`src/rtl/multicycle_ctrl.sv`:
```
// -----------------------------------------------------------------------------
// multicycle_ctrl
//   Moore-style multicycle control unit for the Instruction_FD datapath.
//   Decodes the RV64 subset ld, sd, add, sub, addi, beq, bne and sequences
//   FETCH -> DECODE -> {EXEC | MEM [-> WB]} -> PCUPD.
//   Memory accesses (fetch, load, store) take MEM_LAT cycles, timed by a
//   small wait counter. Illegal encodings park the FSM in HALT until reset.
//
// Parameters
//   INSTR_W  instruction width (>= 32, only [31:0] decoded)
//   MEM_LAT  cycles per memory access (>= 1)
//   CNT_W    width of the retired-instruction counter
//
// Ports
//   clk           clock, rising edge
//   reset         synchronous, active-low
//   run           start/continue; sampled in IDLE and PCUPD
//   instr         IR contents, valid from DECODE onward
//   WE_mem        data-memory write enable
//   WE_reg        register-bank write enable
//   OP_MEM_I      ALU operand-B select (0 reg, 1 ld/sd offs, 2 I-imm, 3 br offs)
//   ADD_SUB       ALU op (0 add, 1 sub)
//   PC_load       PC register load
//   IR_load       IR register load
//   select_flags  PC source (000 PC+4, 001 br if zero, 010 br if not zero)
//   halted        illegal instruction trapped
//   retired       retired-instruction count
//
// Optional feature
//   MULTICYCLE_CTRL_RETIRED_CNT_EN  when defined, retired counts PCUPD cycles
//                                   (wrapping); otherwise retired is tied to 0.
// -----------------------------------------------------------------------------
module multicycle_ctrl #(
  parameter int INSTR_W = 32,
  parameter int MEM_LAT = 1,
  parameter int CNT_W   = 32
) (
  input  logic               clk,
  input  logic               reset,
  input  logic               run,
  input  logic [INSTR_W-1:0] instr,
  output logic               WE_mem,
  output logic               WE_reg,
  output logic [1:0]         OP_MEM_I,
  output logic               ADD_SUB,
  output logic               PC_load,
  output logic               IR_load,
  output logic [2:0]         select_flags,
  output logic               halted,
  output logic [CNT_W-1:0]   retired
);

  localparam int CW = $clog2(MEM_LAT) + 1;

  typedef enum logic [2:0] {
    S_IDLE, S_FETCH, S_DECODE, S_EXEC, S_MEM, S_WB, S_PCUPD, S_HALT
  } state_t;

  typedef enum logic [2:0] {
    C_NONE, C_LD, C_SD, C_ADD, C_SUB, C_ADDI, C_BEQ, C_BNE
  } cls_t;

  state_t        state, state_nx;
  cls_t          cls, cls_dec;
  logic [CW-1:0] cnt;
  logic          cnt_last;

  logic [6:0] opcode;
  logic [2:0] funct3;
  logic       f7_b30;

  assign opcode   = instr[6:0];
  assign funct3   = instr[14:12];
  assign f7_b30   = instr[30];
  assign cnt_last = (cnt == CW'(MEM_LAT - 1));

  // Fields the subset never looks at.
  logic unused_lo;
  assign unused_lo = ^{instr[31], instr[29:15], instr[11:7]};
  generate
    if (INSTR_W > 32) begin : g_hi
      logic unused_hi;
      assign unused_hi = ^instr[INSTR_W-1:32];
    end
  endgenerate

  // Instruction class decode, consumed only in DECODE.
  always_comb begin
    cls_dec = C_NONE;
    case (opcode)
      7'b0000011: if (funct3 == 3'b011) cls_dec = C_LD;
      7'b0100011: if (funct3 == 3'b011) cls_dec = C_SD;
      7'b0110011: if (funct3 == 3'b000) cls_dec = f7_b30 ? C_SUB : C_ADD;
      7'b0010011: if (funct3 == 3'b000) cls_dec = C_ADDI;
      7'b1100011: begin
        if (funct3 == 3'b000) cls_dec = C_BEQ;
        else if (funct3 == 3'b001) cls_dec = C_BNE;
      end
      default: cls_dec = C_NONE;
    endcase
  end

  // State register, latched class and wait counter.
  always_ff @(posedge clk) begin
    if (!reset) begin
      state <= S_IDLE;
      cls   <= C_NONE;
      cnt   <= '0;
    end else begin
      state <= state_nx;
      if (state == S_DECODE) cls <= cls_dec;
      // Any state change restarts the count, so FETCH and MEM always
      // begin at 0; the counter saturates at the last count.
      if (state_nx != state) cnt <= '0;
      else if ((state == S_FETCH || state == S_MEM) && !cnt_last)
        cnt <= cnt + CW'(1);
    end
  end

  // Next-state logic.
  always_comb begin
    state_nx = state;
    case (state)
      S_IDLE:   if (run) state_nx = S_FETCH;
      S_FETCH:  if (cnt_last) state_nx = S_DECODE;
      S_DECODE: begin
        case (cls_dec)
          C_LD, C_SD:           state_nx = S_MEM;
          C_ADD, C_SUB, C_ADDI: state_nx = S_EXEC;
          C_BEQ, C_BNE:         state_nx = S_PCUPD;
          default:              state_nx = S_HALT;
        endcase
      end
      S_EXEC:   state_nx = S_PCUPD;
      S_MEM:    if (cnt_last) state_nx = (cls == C_LD) ? S_WB : S_PCUPD;
      S_WB:     state_nx = S_PCUPD;
      S_PCUPD:  state_nx = run ? S_FETCH : S_IDLE;
      S_HALT:   state_nx = S_HALT;
      default:  state_nx = S_IDLE;
    endcase
  end

  // Moore outputs: state, latched class and wait count only.
  always_comb begin
    WE_mem       = 1'b0;
    WE_reg       = 1'b0;
    OP_MEM_I     = 2'd0;
    ADD_SUB      = 1'b0;
    PC_load      = 1'b0;
    IR_load      = 1'b0;
    select_flags = 3'b000;
    halted       = 1'b0;
    case (state)
      S_FETCH: IR_load = cnt_last;
      S_EXEC: begin
        WE_reg   = 1'b1;
        OP_MEM_I = (cls == C_ADDI) ? 2'd2 : 2'd0;
        ADD_SUB  = (cls == C_SUB);
      end
      S_MEM: begin
        OP_MEM_I = 2'd1;
        WE_mem   = (cls == C_SD) && cnt_last;
      end
      S_WB: begin
        OP_MEM_I = 2'd1;
        WE_reg   = 1'b1;
      end
      S_PCUPD: begin
        PC_load = 1'b1;
        if (cls == C_BEQ || cls == C_BNE) begin
          OP_MEM_I     = 2'd3;
          ADD_SUB      = 1'b1;
          select_flags = (cls == C_BEQ) ? 3'b001 : 3'b010;
        end
      end
      S_HALT:  halted = 1'b1;
      default: ;
    endcase
  end

`ifdef MULTICYCLE_CTRL_RETIRED_CNT_EN
  // One retirement per PCUPD; HALT never reaches PCUPD so the count holds.
  always_ff @(posedge clk) begin
    if (!reset)                retired <= '0;
    else if (state == S_PCUPD) retired <= retired + CNT_W'(1);
  end
`else
  assign retired = '0;
`endif

endmodule

```
`config.mk`:
```
export PLATFORM = sky130hd
export DESIGN_NAME = multicycle_ctrl
export DESIGN_NICKNAME = d
export VERILOG_FILES = /design/src/rtl/multicycle_ctrl.sv
export SDC_FILE = /design/constraint.sdc
export NUM_CORES = 1
export LEC_CHECK = 0
export ABC_AREA = 1
export BUFFER_PORTS_ARGS = -buffer_cell sky130_fd_sc_hd__buf_2
export CAP_MARGIN = 5
export CORE_MARGIN = 8
export CORE_UTILIZATION = 38
export DETAILED_ROUTE_END_ITERATION = 10
export GPL_ROUTABILITY_DRIVEN = 0
export PLACE_DENSITY = 0.92
export SETUP_SLACK_MARGIN = 0.2
export SLEW_MARGIN = 5
export SYNTH_ARGS = -nofsm -noshare
export SYNTH_HDL_FRONTEND = slang
export SYNTH_SLANG_ARGS = --single-unit
```
`constraint.sdc`:
```
create_clock -name clk -period 1.9 [get_ports clk]
set_clock_uncertainty 0.05 [all_clocks]
set_input_delay 0.285 -clock clk [delete_from_list [all_inputs] [get_ports clk]]
set_output_delay 0.285 -clock clk [all_outputs]
set_load 0.02 [all_outputs]
```
==> metrics, run 1 <==
Layout area overhead=23.6%; crit-path cells=inv_4 > nand2_4 > nor2_4 > inv_4 > nor4_4 > nor2_4 > o41ai_2 > buf_4; worst setup margin=150 ps; largest area contributor in the netlist=buf_4; Mapped Area=906 um^2; CP Class=reg -> out; CTS tree=built; highest clock rate=0.571 GHz; Setup crit start kind=flop; PwrDens=1030 nW/um^2; largest net degree at the start of global routing=8; Die Area=4200 um^2; outcome=finished, final reports clean; Routed Antenna Nets=0; vias in the first global route=967; share of the synthesized area in the top cell type=27.3%; HPWL after detailed placement=1870 um; fillcell total=228; endpoints failing setup=0; Critical R2R Launch=state[0]; worst min-delay path startpoint=reset; num rows=17; Post-DP Area=982 um^2; cell depth of the worst flop-to-flop path=9; Warnings, synthesis=0; total CTS buffers=3; antenna cells=0; Hold Buf Count CTS=0; crit-path max cell delay=350 ps; RSZ-0062 raised after global routing=true; Post-Route WL=2360 um; VDD IR max=501 uV; Primary FF master, synth=dfxtp_1; Leak Pwr=0.000625 uW; first-pass GRT wire length=3920 um; via count=961; Critical Path Fanout Max=3; Crit. End Element=output port; WHS Path Cells=3; count of different cell masters after synthesis=26; Slowest cell on crit path=dfxtp_4; CTS Sinks=7; Final Hold Viols=0; worst path arrival time=1420 ps; DIE WIDTH=64.8 um; reg2reg end=cnt; CTS root buf=clkbuf_4; clock slew seen by the registers of the worst setup and hold paths=40 ps; register area share after synthesis=15.5%; Vias/cell=4.49; initial core utilization=40.6%; mean cell area of the mapped netlist=6.00 um^2; layout cells sized above 1=32.3%; die height=64.8 um; EDFF count, synth=0; Max Cap Viol=0; hold endpoint=cls[2]; DR iter-0 viols=43; fin crit period=1750 ps; multi-input logic area=618 um^2; Final Cell Area=1120 um^2; count leader, synth=buf_4; HP Class=in -> reg; Max Buffers Root-to-Sink=2; Syn Inst Count=151; Yosys reg bits=7; drt pass-1 iters=6; Final nets=222; Clk Latency, worst-skew pair=240 ps; Final period util=92.1%; # IOs=78; hold slack=246 ps; Core ar.=2230 um^2; GRT Total Usage=11.2%; top cells by count, synth=buf_4 (33), nand2_1 (29), inv_1 (20), nor2_1 (20), nor3_1 (8); Remaining DRCs=0; final core occ=50.1%; Max Slew Vio Count=0; r2r setup slk=380 ps; synth top area cells=buf_4 (27%), dfxtp_1 (15%), nand2_1 (12%); DP Worst Slack=215 ps; WL/cell=11.0 um; Seq. cell area=153 um^2; Port-buffer cells=23; Crit path required time=1560 ps; grt ovf=0; antenna violations before repair=0; Sum Neg Setup Slack=0 ps; CTS H-tree depth=1; async set or reset register ratio after synthesis=0%
-- logic make-up after synthesis --
kind of cell	synth area share, %
flops	15.5
other cells	0.414
simple gates	38.4
compound gates	9.25
buf+inv	36.5
-- worst max-delay path: cells and delay by family, from the launching register on --
family	cells	cell delay, ps
flip-flops	1	350
buffers and inverters	3	310
AND/OR/NAND/NOR	4	450
AO/OA/AOI/OAI	1	60
-- where the power goes --
part           switching [uW]  internal [uW]
Clock                    47.4           79.6
Combinational             489            272
Sequential               49.1            213
Total                     586            565
-- layout by cell type, fill, tap and decap left out, drive strengths merged --
cell type / netlist / final
nand3: 7 / 7
conb: 1 / 33
clkbuf: 0 / 4
o22ai: 1 / 1
o31ai: 1 / 1
nand2: 31 / 31
nor2: 23 / 23
o21ai: 5 / 5
clkinv: 1 / 1
nand4: 1 / 1
a211oi: 2 / 2
a21oi: 3 / 3
inv: 21 / 21
nor3: 9 / 9
buf: 33 / 32
o41ai: 1 / 1
dfxtp: 7 / 7
nor4: 3 / 3
a31oi: 1 / 1
-- timing repair --
action                                 in CTS  in global routing
setup endpoints to repair                   4                  7
buffers inserted                            6                  3
endpoints found under the hold margin       0                  0
pin swaps                                   4                  0
gates resized for setup                    12                  4
-- through the flow --
stage               power, uW  instances
floorplan                 790        183
global placement          845        201
detailed placement        859        201
CTS                      1070        211
global route             1260        214
finish                   1150        214
-- sequential cells by signal, summed over array words and instances, names as in the netlist --
signal  cells
cls         3
cnt         1
state       3
-- worst max path at each step --
stage | startpoint | end | slack (ps) | depth (start not counted)
final | state[0] | ADD_SUB | 150 | 8
after global routing | state[0] | ADD_SUB | 50 | 8
after CTS | state[0] | ADD_SUB | 140 | 8
after detailed placement | state[0] | ADD_SUB | 220 | 8
after global placement | state[0] | ADD_SUB | 230 | 8
after floorplan | state[0] | OP_MEM_I[0] | 130 | 7
-- routing by layer --
metal	up-vias	global-route usage, %	wire length (um)
met5	-	0	0
met2	39	20.4	1220
met3	8	2.58	171
li1	481	-	-
met1	433	11.2	897
met4	0	7.36	76
-- final cells by class --
cell class,instances,area share (%)
Multi-Input combinational cell,121,55.2
Tap cell,28,3.13
Timing Repair Buffer,32,17.9
Inverter,22,7.82
Sequential cell,7,13.6
Clock buffer,4,2.35
Note: power is estimated with default switching activity, not from simulation.
==> inputs of run 2 (changes only) <==
- CORE_UTILIZATION: 38 -> 41
- PLACE_DENSITY: 0.92 -> 0.95
- clock period: 1.9 -> 2.08 ns (I/O delays scaled with it)
==> run 2 against run 1 <==
Effect of this change:
- worst setup slack improved by 59 ps
- power shrank 16%
- global-route usage down 0.43 points
- cell area shrank 8.3%
- wire length is 7.5% lower
- flip-flop and latch count did not move
- core utilization shrank 2.3 points
- combinational power down 23%
- critical path depth is the same
- register-to-register slack gained 200 ps
- non-clock buffer count fell by 5
- first-iteration DRC count fell by 19%
==> metrics, run 2 (synthesis results as in run 1) <==
outcome=finished, final reports clean; most frequent cells in the layout=conb_1 (33), nand2_1 (29), buf_2 (21), nor2_1 (19), inv_1 (17); most common library cell in the layout ignoring fill and taps=conb_1; Slowest cell on crit path=dfxtp_4; Switching Share=51.8%; largest net degree at the start of global routing=8; Post-Route WL=2180 um; Max Cap Viol=0; Final nets=217; Routed Antenna Nets=0; Gate power share=60.8%; worst path arrival time=1510 ps; clock slew seen by the registers of the worst setup and hold paths=50 ps; Int Pwr=464 uW; Max Buffers Root-to-Sink=2; RSZ-0062 raised after global routing=true; drt pass-1 iters=4; total CTS buffers=3; Leak Pwr=0.000581 uW; CTS root buf=clkbuf_4; Setup crit start kind=flop; antenna cells=0; Final period util=90.0%; HPWL after detailed placement=1780 um; VDD IR max=423 uV; GRT Total Usage=10.8%; PwrDens=938 nW/um^2; Critical Path Fanout Max=4; Die Area=3970 um^2; via count=928; Crit path required time=1720 ps; highest clock rate=0.534 GHz; DR iter-0 viols=35; fin crit period=1870 ps; Remaining DRCs=0; WL/cell=10.4 um; DIE WIDTH=63.0 um; Max Slew Vio Count=0; Crit. End Element=output port; num rows=17; die height=63.0 um; Hold Buf Count CTS=0; Sum Neg Setup Slack=0 ps; hold slack=271 ps; layout cells sized above 1=26.5%; Net Switching=499 uW; Clk Latency, worst-skew pair=260 ps; CTS H-tree depth=1; # IOs=78; Tot Pwr=964 uW; first-pass GRT wire length=3630 um; endpoints failing setup=0; vias in the first global route=885; Clock power frac=13.2%; CP Class=reg -> out; crit-path max cell delay=360 ps; CTS Sinks=7; crit-path cells=inv_4 > nand2_4 > nor2_4 > inv_2 > nor4_4 > nor2_2 > o31ai_1 > buf_2; initial core utilization=42.2%; CTS tree=built; biggest regs=cls x3, state x3, cnt x1; HP Class=in -> reg; Layout area overhead=13.4%; grt ovf=0; antenna violations before repair=0; fillcell total=235; Final Hold Viols=0; Core ar.=2150 um^2; Port-buffer cells=23; Vias/cell=4.44; Seq pwr share=26.0%
-- run 2: through the flow --
stage / utilization, % / setup slack (ps) / std cells / area, um^2
6_report: 47.8 / 209 / 209 / 1030
5_1_grt: 47.8 / 130 / 209 / 1030
4_1_cts: 45.6 / 211 / 206 / 980
3_5_place_dp: 43.9 / 362 / 201 / 942
3_3_place_gp: 43.9 / 381 / 201 / 942
2_1_floorplan: - / 229 / 183 / 1040
-- run 2: final timing paths --
path                               start     endpoint  slack (ps)  cells after the start
worst max-delay path            state[0]  OP_MEM_I[1]         210                      8
worst min-delay path               reset       cls[2]         270                      3
worst max register to register  state[0]          cnt         580                      9
worst min register to register    cls[2]       cls[2]         500                      2
-- run 2: what timing repair did --
item	CTS	global route
gates resized for setup	5	9
buffers inserted	1	3
pin swaps	1	3
setup endpoints to repair	3	3
-- run 2: routing by layer --
metal / GRT usage, % / vias to the layer above / part of all wire (%)
li1: - / 475 / -
met1: 10.4 / 408 / 38
met3: 3.41 / 7 / 7.5
met5: 0 / - / 0
met2: 19.3 / 38 / 52
met4: 6.84 / 0 / 2.5
-- run 2: power groups by stage --
stage                     Combinational [uW]  Clock (uW)  Sequential, uW
final                                    585         127             251
after global routing                     662         142             259
after CTS                                520         133             239
after detailed placement                 510           0             234
after global placement                   501           0             233
after floorplan                          459           0             225
-- run 2: layout make-up --
class                           instances  area, um^2  share of cell area, %
Multi-Input combinational cell        121         579                   56.4
Sequential cell                         7         151                   14.7
Timing Repair Buffer                   27         150                   14.6
Inverter                               22        85.1                   8.28
Tap cell                               28        35.0                   3.41
Clock buffer                            4        26.3                   2.56
-- run 2: critical path, delay by kind of cell (launching register included) --
family          cells  cell delay, ps
simple gates        4             500
compound gates      1              70
flops               1             360
buf+inv             3             340
==> inputs of run 3 (changes only) <==
--- a/constraint.sdc
+++ b/constraint.sdc
@@ -4,2 +4,2 @@
 set_output_delay 0.312 -clock clk [all_outputs]
-set_load 0.02 [all_outputs]
+set_load 0.05 [all_outputs]
==> run 3 against run 2 <==
Effect of this change:
- worst setup slack gained 27 ps
- die area is the same
- cell area grew 7.4%
- worst hold slack is essentially flat
- register-to-register slack is essentially flat
- power grew 17%
- cell count grew 0.48%
- largest cell class unchanged
==> metrics, run 3 (synthesis results as in run 1) <==
outcome=finished, final reports clean; Crit path required time=1720 ps; fin crit period=1840 ps; Crit. End Element=output port; Slowest cell on crit path=dfxtp_4; Final period util=88.7%; Max Buffers Root-to-Sink=2; endpoints failing setup=0; HPWL after detailed placement=1810 um; Final Hold Viols=0; CTS H-tree depth=1; DP Worst Slack=204 ps; worst setup margin=235 ps; Setup crit start kind=flop; Leak Pwr=0.000613 uW; most common library cell in the layout ignoring fill and taps=conb_1; CTS tree=built; Remaining DRCs=0; num rows=17; DIE WIDTH=63.0 um; crit-path cells=inv_4 > nand2_4 > nor2_4 > inv_4 > nor4_4 > nor2_4 > o41ai_4 > buf_6; CP endpoint=ADD_SUB; Routed Antenna Nets=0; HP Class=in -> reg; r2r setup slk=590 ps; reg2reg end=cnt; largest net degree at the start of global routing=8; Post-Route WL=2110 um; VDD IR max=490 uV; Max Cap Viol=0; hold slack=271 ps; GRT Total Usage=9.65%; biggest regs=cls x3, state x3, cnt x1; clock slew seen by the registers of the worst setup and hold paths=50 ps; fillcell total=238; Core ar.=2150 um^2; vias in the first global route=872; Buffers & Inverters on Critical Path=3; CP top delay family=simple AND/OR/NAND/NOR gates; antenna cells=0; first-pass GRT wire length=3390 um; via count=920; Max Slew Vio Count=0; CP Class=reg -> out; drt pass-1 iters=4; RSZ-0062 raised after global routing=true; antenna violations before repair=0; total CTS buffers=3; Port-buffer cells=23; Clk Latency, worst-skew pair=250 ps; Final nets=218; highest clock rate=0.542 GHz; Die Area=3970 um^2; cell depth of the worst flop-to-flop path=10; initial core utilization=42.2%; PwrDens=1020 nW/um^2; # IOs=78; Layout area overhead=21.8%; DR iter-0 viols=22; grt ovf=0; worst path arrival time=1480 ps; Tot Pwr=1130 uW; crit path from=state[0]; crit-path max cell delay=350 ps; Vias/cell=4.38; layout cells sized above 1=30.2%; Critical Path Fanout Max=3; Critical R2R Launch=cls[1]; die height=63.0 um; CTS Sinks=7; Hold Buf Count CTS=0; CP Depth=8; CTS root buf=clkbuf_4; WL/cell=10.0 um; most frequent cells in the layout=conb_1 (33), nand2_1 (27), buf_2 (20), nor2_1 (19), inv_1 (16)
run 3: changes by cell type in the layout (fill, tap and decap cells not counted), sizes merged:
cell and delta:
buf +1
run 3: worst min path at each step:
stage,startpoint,slack [ps],depth (start not counted),to
after floorplan,reset,400,2,cls[2]
after global placement,cls[2],480,2,cls[2]
after detailed placement,cls[2],490,2,cls[2]
after CTS,reset,270,3,cls[2]
after global routing,reset,290,3,cls[2]
final,reset,270,3,cls[2]
run 3: metal layers:
layer	global-route usage (%)	part of all wire, %	routed length, um	vias up
li1	-	-	-	483
met1	10.9	44	936	395
met2	16.6	47	1000	40
met3	2.33	7.3	154	2
met4	4.27	0.85	18	0
met5	0	0	0	-
run 3: final cells by class:
type	count	area (um^2)	area share, %
Multi-Input combinational cell	121	631	57.1
Timing Repair Buffer	28	171	15.5
Tap cell	28	35.0	3.17
Sequential cell	7	153	13.8
Clock buffer	4	26.3	2.38
Inverter	22	87.6	7.94
run 3: worst reg2reg max path, delay by kind of cell, from the launching register on:
kind / cells / cell delay [ps]
buffers and inverters: 1 / 120
DFF: 1 / 400
AOI/OAI and AO/OA: 2 / 210
and+or+nand+nor: 7 / 650
run 3: metrics by stage:
step           cell area, um^2  cells  utilization [%]  setup TNS, ps
5_1_grt                   1100    210             51.4              0
3_3_place_gp              1010    201             46.9              0
4_1_cts                   1070    207             49.7              0
6_report                  1100    210             51.4              0
2_1_floorplan             1110    183                -           -697
3_5_place_dp              1010    201             46.9              0
run 3: power by group:
part / internal (uW) / switching (uW)
logic: 204 / 549
clock network: 73.1 / 48.1
registers: 195 / 58.8
run 3: what timing repair did:
item                                    4_1_cts  5_1_grt
setup buffers                                 2        3
gates cloned                                  0        0
pin swaps                                     3        1
endpoints found under the setup margin        4        3
resized for setup                             8        6
endpoints found under the hold margin         0        0
